### config.mk
export PLATFORM = sky130hd
export DESIGN_NAME = clock_mode_controller
export DESIGN_NICKNAME = d
export VERILOG_FILES = /design/src/rtl/clock_mode_controller.sv
export SDC_FILE = /design/constraint.sdc
export NUM_CORES = 1
export LEC_CHECK = 0
export ABC_AREA = 1
export BUFFER_PORTS_ARGS = -buffer_cell sky130_fd_sc_hd__buf_2
export CAP_MARGIN = 10
export CORE_MARGIN = 2
export CORE_UTILIZATION = 55
export CTS_CLUSTER_DIAMETER = 30
export DETAILED_ROUTE_END_ITERATION = 16
export GPL_TIMING_DRIVEN = 1
export PLACE_DENSITY = 0.8
export SKIP_LAST_GASP = 1
export SYNTH_ARGS = -nofsm -noshare
export SYNTH_HDL_FRONTEND = slang
export SYNTH_SLANG_ARGS = --single-unit
### constraint.sdc
create_clock -name i_clk -period 2.48 [get_ports i_clk]
set_input_delay 0.372 -clock i_clk [delete_from_list [all_inputs] [get_ports i_clk]]
set_output_delay 0.372 -clock i_clk [all_outputs]
set_load 0.005 [all_outputs]
### src/rtl/clock_mode_controller.sv
// -----------------------------------------------------------------------------
// clock_mode_controller
//
// Sequencing controller that sits in front of the HH:MM:SS second/minute/hour
// counters. It conditions the hold switch and the two push buttons, runs the
// RUN / HOLD / SET_MIN / SET_HR mode FSM, generates the 1 Hz second tick,
// the single-cycle minute/hour increment and seconds-clear strobes, and the
// blink-blank controls for the minute and hour digit pairs.
//
// Ports
//   i_clk         system clock, all state on the rising edge
//   i_rst_n       asynchronous active-low reset
//   i_hold_sw     hold slide switch (asynchronous level, synchronized only)
//   i_mode_btn    mode push button (asynchronous, active-high, bouncy)
//   i_inc_btn     increment push button (asynchronous, active-high, bouncy)
//   o_sec_tick    one-cycle pulse once per second, RUN only
//   o_min_inc     one-cycle minute increment strobe (SET_MIN)
//   o_hr_inc      one-cycle hour increment strobe (SET_HR)
//   o_sec_clr     one-cycle seconds clear strobe (leaving SET_HR by mode press)
//   o_mode        current state: 00 RUN, 01 HOLD, 10 SET_MIN, 11 SET_HR
//   o_blank_min   blank minute digits (blink phase while in SET_MIN)
//   o_blank_hr    blank hour digits (blink phase while in SET_HR)
// -----------------------------------------------------------------------------
module clock_mode_controller #(
    parameter int CLK_HZ          = 50000000,
    parameter int DEBOUNCE_CYCLES = 1000000,
    parameter int TIMEOUT_SEC     = 30
) (
    input  logic       i_clk,
    input  logic       i_rst_n,
    input  logic       i_hold_sw,
    input  logic       i_mode_btn,
    input  logic       i_inc_btn,
    output logic       o_sec_tick,
    output logic       o_min_inc,
    output logic       o_hr_inc,
    output logic       o_sec_clr,
    output logic [1:0] o_mode,
    output logic       o_blank_min,
    output logic       o_blank_hr
);

    localparam int PW = $clog2(CLK_HZ + 1);
    localparam int CW = $clog2(DEBOUNCE_CYCLES + 1);
    localparam int TW = $clog2(TIMEOUT_SEC + 1);

    localparam logic [PW-1:0] PRESC_MAX = PW'(CLK_HZ - 1);
    localparam logic [PW-1:0] PRESC_HALF = PW'(CLK_HZ / 2);
    localparam logic [CW-1:0] DB_MAX = CW'(DEBOUNCE_CYCLES);
    localparam logic [TW-1:0] TO_MAX = TW'(TIMEOUT_SEC);

    // Button index 0 = mode, 1 = inc.
    localparam int BTN_MODE = 0;
    localparam int BTN_INC  = 1;

    typedef enum logic [1:0] {
        ST_RUN     = 2'b00,
        ST_HOLD    = 2'b01,
        ST_SET_MIN = 2'b10,
        ST_SET_HR  = 2'b11
    } state_t;

    // Input conditioning and debounce state
    logic            r_hold_meta;
    logic            r_hold_sync;
    logic [1:0]      r_btn_meta;
    logic [1:0]      r_btn_sync;
    logic [1:0]      r_btn_last;
    logic [CW-1:0]   r_db_cnt [2];
    logic [1:0]      r_db;
    logic [1:0]      r_db_d;
    logic [1:0]      r_arm;

    logic [CW-1:0]   w_cnt_nxt [2];
    logic [1:0]      w_stable;
    logic [1:0]      w_press;

    // FSM, prescaler, timeout
    state_t          r_state;
    state_t          w_state_nxt;
    logic [PW-1:0]   r_presc;
    logic [TW-1:0]   r_to;

    logic            w_wrap;
    logic            w_in_set;
    logic            w_timeout;
    logic            w_phase;

    logic            w_tick_nxt;
    logic            w_min_inc_nxt;
    logic            w_hr_inc_nxt;
    logic            w_sec_clr_nxt;

    logic            r_sec_tick;
    logic            r_min_inc;
    logic            r_hr_inc;
    logic            r_sec_clr;

    // -------------------------------------------------------------------------
    // Debounce: run length of identical synchronized samples, saturating at
    // DB_MAX. The level is accepted once the run reaches DB_MAX samples.
    // -------------------------------------------------------------------------
    always_comb begin
        for (int i = 0; i < 2; i++) begin
            w_cnt_nxt[i] = r_db_cnt[i];
            if (r_btn_sync[i] != r_btn_last[i]) begin
                w_cnt_nxt[i] = CW'(1);
            end else if (r_db_cnt[i] != DB_MAX) begin
                w_cnt_nxt[i] = r_db_cnt[i] + CW'(1);
            end
        end
        w_stable[0] = (w_cnt_nxt[0] == DB_MAX);
        w_stable[1] = (w_cnt_nxt[1] == DB_MAX);
    end

    // The arm flag only sets after a confirmed-low level, so a button held
    // through reset cannot produce a press until it is released first.
    assign w_press = r_db & ~r_db_d & r_arm;

    always_ff @(posedge i_clk or negedge i_rst_n) begin
        if (!i_rst_n) begin
            r_hold_meta <= 1'b0;
            r_hold_sync <= 1'b0;
            r_btn_meta  <= 2'b00;
            r_btn_sync  <= 2'b00;
            r_btn_last  <= 2'b00;
            r_db        <= 2'b00;
            r_db_d      <= 2'b00;
            r_arm       <= 2'b00;
            for (int i = 0; i < 2; i++) begin
                r_db_cnt[i] <= '0;
            end
        end else begin
            r_hold_meta <= i_hold_sw;
            r_hold_sync <= r_hold_meta;
            r_btn_meta  <= {i_inc_btn, i_mode_btn};
            r_btn_sync  <= r_btn_meta;
            r_btn_last  <= r_btn_sync;
            r_db_d      <= r_db;
            for (int i = 0; i < 2; i++) begin
                r_db_cnt[i] <= w_cnt_nxt[i];
                if (w_stable[i]) begin
                    r_db[i] <= r_btn_sync[i];
                end
                if (w_stable[i] && !r_btn_sync[i]) begin
                    r_arm[i] <= 1'b1;
                end
            end
        end
    end

    // -------------------------------------------------------------------------
    // Mode FSM
    // -------------------------------------------------------------------------
    assign w_wrap    = (r_presc == PRESC_MAX);
    assign w_in_set  = r_state[1];
    assign w_timeout = w_in_set && (r_to >= TO_MAX);
    assign w_phase   = (r_presc >= PRESC_HALF);

    always_ff @(posedge i_clk or negedge i_rst_n) begin
        if (!i_rst_n) begin
            r_state <= ST_RUN;
        end else begin
            r_state <= w_state_nxt;
        end
    end

    always_comb begin
        w_state_nxt = r_state;
        if (r_hold_sync) begin
            w_state_nxt = ST_HOLD;
        end else if (r_state == ST_HOLD) begin
            w_state_nxt = ST_RUN;
        end else if (w_press[BTN_MODE]) begin
            case (r_state)
                ST_RUN:     w_state_nxt = ST_SET_MIN;
                ST_SET_MIN: w_state_nxt = ST_SET_HR;
                default:    w_state_nxt = ST_RUN;
            endcase
        end else if (w_timeout && !w_press[BTN_INC]) begin
            // An inc press on the timeout cycle counts as activity and wins.
            w_state_nxt = ST_RUN;
        end
    end

    always_comb begin
        w_tick_nxt    = (r_state == ST_RUN) && w_wrap;
        w_min_inc_nxt = !r_hold_sync && (r_state == ST_SET_MIN) &&
                        !w_press[BTN_MODE] && w_press[BTN_INC];
        w_hr_inc_nxt  = !r_hold_sync && (r_state == ST_SET_HR) &&
                        !w_press[BTN_MODE] && w_press[BTN_INC];
        w_sec_clr_nxt = !r_hold_sync && (r_state == ST_SET_HR) &&
                        w_press[BTN_MODE];
        o_blank_min   = (r_state == ST_SET_MIN) && w_phase;
        o_blank_hr    = (r_state == ST_SET_HR) && w_phase;
    end

    always_ff @(posedge i_clk or negedge i_rst_n) begin
        if (!i_rst_n) begin
            r_sec_tick <= 1'b0;
            r_min_inc  <= 1'b0;
            r_hr_inc   <= 1'b0;
            r_sec_clr  <= 1'b0;
        end else begin
            r_sec_tick <= w_tick_nxt;
            r_min_inc  <= w_min_inc_nxt;
            r_hr_inc   <= w_hr_inc_nxt;
            r_sec_clr  <= w_sec_clr_nxt;
        end
    end

    // -------------------------------------------------------------------------
    // Prescaler restarts on entry to RUN so the first tick is a full second
    // later. Timeout counts prescaler wraps of inactivity in the set states.
    // -------------------------------------------------------------------------
    always_ff @(posedge i_clk or negedge i_rst_n) begin
        if (!i_rst_n) begin
            r_presc <= '0;
            r_to    <= '0;
        end else begin
            if ((w_state_nxt == ST_RUN) && (r_state != ST_RUN)) begin
                r_presc <= '0;
            end else if (w_wrap) begin
                r_presc <= '0;
            end else begin
                r_presc <= r_presc + PW'(1);
            end

            if (!w_in_set || (w_state_nxt != r_state) || (w_press != 2'b00)) begin
                r_to <= '0;
            end else if (w_wrap) begin
                r_to <= r_to + TW'(1);
            end
        end
    end

    assign o_sec_tick = r_sec_tick;
    assign o_min_inc  = r_min_inc;
    assign o_hr_inc   = r_hr_inc;
    assign o_sec_clr  = r_sec_clr;
    assign o_mode     = r_state;

endmodule

Yosys cells after proc, flatten, opt, wreduce, memory -nomap -nowiden

Index checks and enable logic that the tools add are counted.

$add $sub $neg: 4
Order comparisons: 2
Eq/ne operators: 11
Mux-type cells: 13
Bitwise operators: 3
Reductions and logical operators: 28

Operators with widths:

| kind                                                                                  | count |
|---|---|
| 20-bit 2-to-1 mux                                                                     | 4 |
| 26-bit 2-to-1 mux                                                                     | 2 |
| 20-bit by 1-bit adder with 20-bit output, second input constant                       | 2 |
| 20-bit equality test, second input constant                                           | 2 |
| 20-bit inequality test, second input constant                                         | 2 |
| 26-bit by 1-bit adder with 26-bit output, second input constant                       | 1 |
| 26-bit equality test, second input constant                                           | 1 |
| 26-bit by 25-bit greater-or-equal comparator with 1-bit output, second input constant | 1 |
| 1-bit logical AND                                                                     | 15 |
| 5-bit 2-to-1 mux                                                                      | 2 |
| 2-bit 2-to-1 mux                                                                      | 4 |
| 1-bit zero test                                                                       | 6 |
| 2-bit nonzero test                                                                    | 3 |
| 5-bit by 1-bit adder with 5-bit output, second input constant                         | 1 |
| 5-bit greater-or-equal comparator, second input constant                              | 1 |
| 2-bit AND                                                                             | 2 |
| 2-bit equality test, second input constant                                            | 2 |
| 2-bit zero test                                                                       | 2 |
| 2-bit case mux with 2 select lines                                                    | 1 |
| 2-bit by 1-bit equality test with 1-bit output, second input constant                 | 1 |
| 1-bit logical OR                                                                      | 2 |
| 1-bit inequality test                                                                 | 2 |
| 2-bit inequality test                                                                 | 1 |
| 2-bit NOT                                                                             | 1 |

Register bits: 91
Bits of input ports: 5
Output and inout bits: 8
Word-level logic and storage cells: 80

Depth between registers and ports, before layout

Gate-level depths: netlist (run 1).

Depth after elaboration: 13
Depth in mapped cells: 15
Mapped depth without buffers: 15

Worst setup path before layout (run 1)

Ideal clock, no wire load.

Kind: register to register
Start: register r_db_cnt[20] (netlist name)
End: register r_db[0]
Library setup time: 0.117 ns
Arrival time: 1.610 ns
Data required time: 2.363 ns
Setup slack: 0.753 ns
Cell stages (with the launch flop): 16
Path buffers: 0
Period minus slack after synthesis: 1.727 ns
Cells stage by stage: dfrtp_1 -> inv_1 -> ha_1 -> inv_1 -> nor2_1 -> nand2_1 -> nor2_1 -> nand3_1 -> nand2_1 -> nand2_1 -> nor2_1 -> nand3_1 -> nor2_1 -> nand3_1 -> nand2_1 -> nand2_1

Cells in the longest elaborated chain, start to end: 4
Elaborated cells between the ends (all ways): 5
Those cells by class: add/sub (1); eq/ne (2); mux (2)

Ends and longest elaborated chain:

| what                                                                               | line     | text |
|---|---|---|
| start, declared                                                                    | 69       | `logic [CW-1:0] r_db_cnt [2];` |
| start signal, assigned by index                                                    | 141      | `r_db_cnt[i] <= w_cnt_nxt[i];` |
| 20-bit by 1-bit adder with 20-bit output or 20-bit inequality test (tied branches) | 109, 108 |  |
| 20-bit 2-to-1 mux *                                                                | 108      | `end else if (r_db_cnt[i] != DB_MAX) begin` |
| 20-bit 2-to-1 mux *                                                                | 106      | `if (r_btn_sync[i] != r_btn_last[i]) begin` |
| 20-bit equality test *                                                             | 112      | `w_stable[0] = (w_cnt_nxt[0] == DB_MAX);` |
| end signal, assigned by index                                                      | 143      | `r_db[i] <= r_btn_sync[i];` |
| end, declared                                                                      | 70       | `logic [1:0] r_db;` |

Every way passes the cells marked *; elsewhere a longest branch is shown, timed or not.
A chain may end at the register's enable or synchronous reset.

Final worst setup path (run 1)

Start: register r_presc[9]
End: output port o_blank_hr

Cells in the longest elaborated chain, start to end: 2

Ends and longest elaborated chain:

| what                                                           | line | text |
|---|---|---|
| start, declared                                                | 81   | `logic [PW-1:0] r_presc;` |
| start signal, assigned                                         | 226  | `r_presc <= r_presc + PW'(1);` |
| 26-bit by 25-bit greater-or-equal comparator with 1-bit output | 158  | `assign w_phase = (r_presc >= PRESC_HALF);` |
| 1-bit logical AND                                              | 195  | `o_blank_hr = (r_state == ST_SET_HR) && w_phase;` |
| end, declared                                                  | 40   | `output logic o_blank_hr` |

No other way between the ends.

==> flow_metrics.tcl, run 1 <==
set metrics [dict create \
    grtUsageTotal 0.249 \
    clkTransAtPathRegs_ps 100 \
    worstMarginPinSlew_ps 558 \
    syn_avg_cell_area_um2 7.02 \
    cts-resized-gates 0 \
    area_growth_pct 7.86 \
    finish.utilization 0.612 \
    max_cap_violations 0 \
    tritoncts "yes" \
    async_reset_ff_frac 1.00 \
    nets 831 \
    clock_path_buffers 2 \
    synthCells 793 \
    hold_ws_ps 102 \
    cp_slowest_stage_delay_ps 460 \
    p_per_area_mw_per_mm2 478 \
    cts_setup_buffers 0 \
    dpl_cell_area_mm2 0.00582 \
    numCtsBuffers 9 \
    pin_count 13 \
    gp_congestion 0.974 \
    slew_headroom 0.628 \
    wl_mm 13.0 \
    design_area_mm2 0.00601 \
    start_util 0.567 \
    hold_violations 0 \
    dp_hpwl_mm 9.91 \
    ant_nets 0 \
    yosys-top-cells-area "dfrtp_1 41%, nand2_1 12%, nor2_1 9.6%" \
    core_mm2 0.00982 \
    die_area_mm2 0.0109 \
    grt_remaining_overflow 0 \
    power.leakage_nw 2.81 \
    critPathBufInv 2 \
    worst_ir_drop_vdd_mv 0.405 \
    p_total_mw 2.87 \
    period_share 0.903 \
    grt_setup_unrepaired "no" \
    holdPathEnd "r_btn_meta[1]" \
    rrSetupSlack_ps 320 \
    min_from "i_inc_btn" \
    dr.pass1.iters 5 \
    post-place-cells 939 \
    place_ws_ps 276 \
    antenna_found_initial 0 \
    r2r_end "r_presc[22]" \
    die_x_um 105 \
    die_height_um 105 \
    cpMostUsedCell "nand3_1" \
    route.detailed.drc 0 \
    setup_slack_ps 241 \
    setup_viol 0 \
    yosys_warnings 0 \
    num_rows 36 \
    pwr-share-comb 0.108 \
    p_sw_uw 849 \
    insertion_delay_ps 370 \
    viasPerCell 5.40 \
    syn-cell-area_mm2 0.00557 \
    synth_cell_types 34 \
    min_path_cells 1 \
    numPortBuffers 12 \
    ys_ff_latch 91 \
    ys_seq_area_frac 0.409 \
    timing.fmax_ghz 0.447 \
    skew_ps 10.9 \
    drt-initial-drc-count 344 \
    via_count 5165 \
    clock-sinks 91 \
    yosysTopAreaCell "dfrtp_1" \
    antenna_cells 0 \
    slowest_stage "dfrtp_1" \
    start_kind "flip-flop" \
    status "complete, no violations" \
    cp.arrival_ps 1870 \
    yosys.cell_count.top_type "nand2_1" \
    drive_above_1_share 0.0899 \
    cp.required_ps 2110 \
    syn-num-nets 806 \
    ys_top_cells_by_count "184 x nand2_1, 142 x nor2_1, 127 x inv_1" \
    holdBufCountCts 1 \
    final.setup.tns_ps 0 \
    clkPwrFrac 0.338 \
    period_needed_ps 2240 \
    reg2reg_depth 10 \
    path_class "flip-flop to primary output" \
    synth_top_area_frac 0.409 \
    cp_cell_sequence "nor3_1 > nand3_1 > a21oi_1 > o21ai_0 > nand2_1 > nand3_1 > nand3_1 > inv_1 > buf_2" \
    grt_max_degree 43 \
    synth_edf_count 0 \
    switching_share 0.295 \
    drv_slew 0 \
    final_cells 956 \
    power.internal_mw 2.03 \
    cp_top_family "simple AND/OR/NAND/NOR gates" \
    worstPathMaxFanout 6 \
    wire_per_inst_um 13.6 \
    p_seq_frac 0.555 \
    grt_pass1_wl_mm 22.0 \
    clk_root_buffer_cell "clkbuf_8" \
    synth_ff_type "dfrtp_1" \
    htree_levels 3 \
    end_kind "primary output" \
    reg2reg_from "r_db[0]" \
    grt_pass1_vias 4762 \
    holdCritPathClass "input port to flip-flop" \
]
-- cell usage in the layout (no fill, tap or decap), types with 6 or more instances in the layout --
master / count
nand2_1: 184
nor2_1: 142
inv_1: 127
dfrtp_1: 91
nand3_1: 84
nand4_1: 23
a21oi_1: 20
nor3_1: 19
xor2_1: 14
nor2_2: 12
buf_2: 11
nor4_1: 9
clkbuf_8: 9
o21ai_0: 8
ha_1: 8
nor3_2: 7
nor2_4: 6
-- how the worst max path moves through the flow --
stage	from	depth (start not counted)	end
floorplan	r_db_cnt[20]	15	r_db[0]
finish	r_presc[9]	9	o_blank_hr
CTS	r_presc[11]	9	o_blank_hr
global route	r_presc[9]	9	o_blank_hr
global placement	r_db[0]	10	r_presc[22]
detailed placement	r_db[0]	10	r_presc[22]
-- state kept, by name, summed over array words and instances, names as in the netlist --
| name | count |
|---|---|
| r_hold_meta | 1 |
| r_btn_sync | 2 |
| o_sec_clr | 1 |
| r_btn_meta | 2 |
| o_min_inc | 1 |
| r_db_cnt | 40 |
| o_mode | 2 |
| r_arm | 2 |
| o_hr_inc | 1 |
| r_hold_sync | 1 |
| r_db_d | 2 |
| r_to | 5 |
| r_presc | 26 |
| r_db | 2 |
| r_btn_last | 2 |
| o_sec_tick | 1 |
-- power by group through the flow --
stage               Combinational (mW)  Clock [mW]  Sequential (mW)
floorplan                        0.227           0             1.60
global placement                 0.297           0             1.62
detailed placement               0.307           0             1.62
CTS                              0.310        1.00             1.59
global route                     0.359        1.06             1.60
finish                           0.310       0.970             1.59
-- metal layers --
metal	global-route usage	up-vias	part of all wire
met5	0	-	0
met4	0.0943	0	0.027
met3	0.0449	33	0.061
met2	0.407	193	0.47
met1	0.330	2374	0.44
li1	-	2565	-
-- worst reg2reg max path, cell delays in order, from the launching register on --
cell     delay, ps
dfrtp_1        390
inv_1           60
nor3_2         280
inv_1          140
nor2_1         100
inv_1           60
nand2_1         70
nand2_1         80
nand4_1        220
nand2_1        380
nor3b_1        310
-- area by class of cell --
| type | count | area [um^2] |
|---|---|---|
| clock buffer | 10 | 128 |
| clock inverter | 6 | 55.1 |
| fill | 932 | 3810 |
| inverter | 132 | 495 |
| multi-input combinational | 566 | 2760 |
| sequential | 91 | 2280 |
| tap | 133 | 166 |
| timing repair buffer | 18 | 123 |
-- kinds of logic (layout without fill, tap and decap cells) --
logic type	after synthesis	count (layout)	share of synthesized area
fa+ha+maj	8	8	0.0180
compound gates	38	38	0.0371
xor+xnor	20	20	0.0328
simple gates	500	500	0.408
flops	91	91	0.409
buf+inv	136	166	0.0950
Note: power is estimated with default switching activity, not from simulation.
==> run 2, diff against run 1 <==
--- a/config.mk
+++ b/config.mk
@@ -5,7 +5,6 @@
 export SDC_FILE = /design/constraint.sdc
 export NUM_CORES = 1
 export LEC_CHECK = 0
-export ABC_AREA = 1
 export BUFFER_PORTS_ARGS = -buffer_cell sky130_fd_sc_hd__buf_2
 export CAP_MARGIN = 10
 export CORE_MARGIN = 2
@@ -13,7 +12,7 @@
 export CTS_CLUSTER_DIAMETER = 30
 export DETAILED_ROUTE_END_ITERATION = 16
 export GPL_TIMING_DRIVEN = 1
-export PLACE_DENSITY = 0.8
+export PLACE_DENSITY = 0.81
 export SKIP_LAST_GASP = 1
 export SYNTH_ARGS = -nofsm -noshare
 export SYNTH_HDL_FRONTEND = slang
==> run 2 against run 1 <==
Against the previous run: final area decreased by 10%; cell count fell by 33%; clock skew decreased by 0.54 ps; worst setup slack worse by 240 ps; sequential power hardly changed; register-to-register slack got worse by 220 ps; global-route usage down 3.6 points; area after synthesis shrank 15%; critical endpoint unchanged.
==> flow_metrics.tcl, run 2 <==
set metrics [dict create \
    p_per_area_mw_per_mm2 523 \
    cp_top_family "compound AO/OA/AOI/OAI gates" \
    slew_headroom 0.540 \
    synth-xor-area-share 0.109 \
    path_depth 7 \
    top_regs "r_db_cnt: 40 flops, r_presc: 26 flops, r_to: 5 flops" \
    critPathBufInv 1 \
    synth_fa_ha_area_frac 0.0211 \
    grt_setup_unrepaired "yes" \
    nets 543 \
    reg2reg_depth 7 \
    synth_cell_types 57 \
    wire_per_inst_um 15.2 \
    ant_nets 0 \
    grt_pass1_wl_mm 16.6 \
    setup_viol 0 \
    syn-num-nets 506 \
    gr-usage-met3 0.0325 \
    period_needed_ps 2470 \
    numPortBuffers 12 \
    grtUsageMet1 0.293 \
    place_ws_ps -27.9 \
    synth_mux_area_frac 0.0198 \
    num_rows 33 \
    pin_count 13 \
    ys_ff_latch 91 \
    grt_max_degree 37 \
    synth_ff_type "dfrtp_1" \
    yosysTopAreaCell "dfrtp_1" \
    ys_seq_area_frac 0.480 \
    htree_levels 3 \
    cp.arrival_ps 2100 \
    synth_compound_area_frac 0.0784 \
    ys_top_cells_by_count "91 x dfrtp_1, 77 x nor2_1, 32 x nand2_1" \
    layout_common_cells "88 x dfrtp_1, 77 x nor2_1, 32 x nand2_1, 30 x xor2_1, 29 x xnor2_1" \
    syn-cell-area_mm2 0.00474 \
    power.leakage_nw 2.28 \
    dr.pass1.iters 4 \
    grtUsageTotal 0.213 \
    cp_slowest_stage_delay_ps 580 \
    end_kind "primary output" \
    numCtsBuffers 9 \
    holdCritPathClass "input port to flip-flop" \
    drive_above_1_share 0.151 \
    worst_ir_drop_vdd_mv 0.316 \
    yosys_warnings 0 \
    yosys-top-cells-area "dfrtp_1 48%, nor2_1 6.1%, xor2_1 5.5%" \
    tritoncts "yes" \
    grt_remaining_overflow 0 \
    die_x_um 96.8 \
    drt-initial-drc-count 201 \
    dp_hpwl_mm 6.78 \
    max_cap_violations 0 \
    antenna_found_initial 0 \
    wl_mm 9.75 \
    area_growth_pct 13.4 \
    min_path_cells 1 \
    clkTransAtPathRegs_ps 90 \
    die_area_mm2 0.00938 \
    finish.utilization 0.648 \
    synthCells 493 \
    final_common_cell "dfrtp_1" \
    gp_congestion 0.930 \
    syn_avg_cell_area_um2 9.62 \
    antenna_cells 0 \
    start_kind "flip-flop" \
    grt_use_met2 0.346 \
    top_usage_layer "met2" \
    synth_simple_gate_area_frac 0.267 \
    insertion_delay_ps 350 \
    drv_slew 0 \
    synth_top_area_frac 0.480 \
    viasPerCell 5.96 \
    period_share 0.998 \
    core_mm2 0.00830 \
    status "complete, no violations" \
    cp.required_ps 2110 \
    slowest_stage "or4_4" \
    final_cells 640 \
    skew_ps 10.4 \
    yosys.cell_count.top_type "dfrtp_1" \
    start_util 0.571 \
    path_class "flip-flop to primary output" \
    post-place-cells 615 \
    die_height_um 96.8 \
    synth_edf_count 0 \
    timing.fmax_ghz 0.404 \
    regMostFlops "r_db_cnt" \
    worstMarginPinSlew_ps 685 \
    async_reset_ff_frac 1.00 \
    route.detailed.drc 0 \
    cp_cell_sequence "or4_4 > o21ai_4 > a21boi_2 > o211a_1 > o21ai_2 > a21oi_1 > buf_2" \
    via_count 3817 \
    hold_violations 0 \
    clk_root_buffer_cell "clkbuf_8" \
    grt_pass1_vias 3556 \
    largest_reg_flops 40 \
    synth_top_family_by_area "simple AND/OR/NAND/NOR gates" \
    worstPathMaxFanout 3 \
    setup_slack_ps 5.10 \
    clock-sinks 91 \
    clock_path_buffers 2 \
]
==> run 2: cell count changes after synthesis, moves of 13 or more <==
cell,before,now
inv_1,127,14
nor2_1,142,77
nand2_1,184,32
clkbuf_1,0,13
nand3_1,84,27
xnor2_1,5,29
xor2_1,14,30
==> run 2: power by group <==
group / switching, mW / total, mW / internal, mW
clock: 0.537 / 0.910 / 0.373
combinational: 0.174 / 0.296 / 0.123
sequential: 0.0701 / 1.60 / 1.53
==> run 2: cell families after synthesis <==
group,Yosys count
muxes,9
xor gates and xnor gates,59
AOI/OAI and AO/OA,55
DFF,91
and+or+nand+nor,241
buffers and inverters,30
adders and majority gates,8
==> run 2: path summary, 6_finish.rpt <==
check                                      to     startpoint  slack [ps]
worst min register to register  r_btn_sync[1]  r_btn_meta[1]         360
worst max register to register        r_db[1]    r_db_cnt[1]         100
worst max-delay path               o_blank_hr     r_presc[8]           5
max in group asynchronous         r_db_cnt[2]        i_rst_n        1330
min in group asynchronous        r_db_cnt[33]        i_rst_n         510
worst min-delay path            r_btn_meta[1]      i_inc_btn         120
==> run 2: final cells by class <==
class                           instances  area [um^2]
Multi-Input combinational cell        372         2420
Sequential cell                        91         2280
Inverter                               14         52.6
Timing Repair Buffer                   42          315
Tap cell                              105          131
Clock inverter                          6         50.0
Clock buffer                           10          128
Fill cell                             632         2920
==> run 2: metal layers <==
layer / routed length (um) / up-vias
met5: 0 / -
met1: 4400 / 1868
met2: 4740 / 113
met3: 501 / 13
li1: - / 1823
met4: 108 / 0
==> run 2: per-stage QoR <==
step                      TNS, ps  hold WS [ps]  total power [mW]  instance area [um^2]
after floorplan                 0          76.4              1.80                  4740
after global placement          0           332              1.90                  5050
after detailed placement    -34.6           336              1.91                  5050
after CTS                   -1.55           104              2.82                  5270
after global routing         -261          98.8              2.95                  5380
final                           0           119              2.81                  5380
==> run 2: repair_timing <==
item / 4_1_cts / 5_1_grt
pin swaps: 1 / 3
endpoints found under the setup margin: 3 / 5
resized for setup: 6 / 14
hold buffers: 1 / 0
endpoints found under the hold margin: 34 / 0
setup buffers: 2 / 6
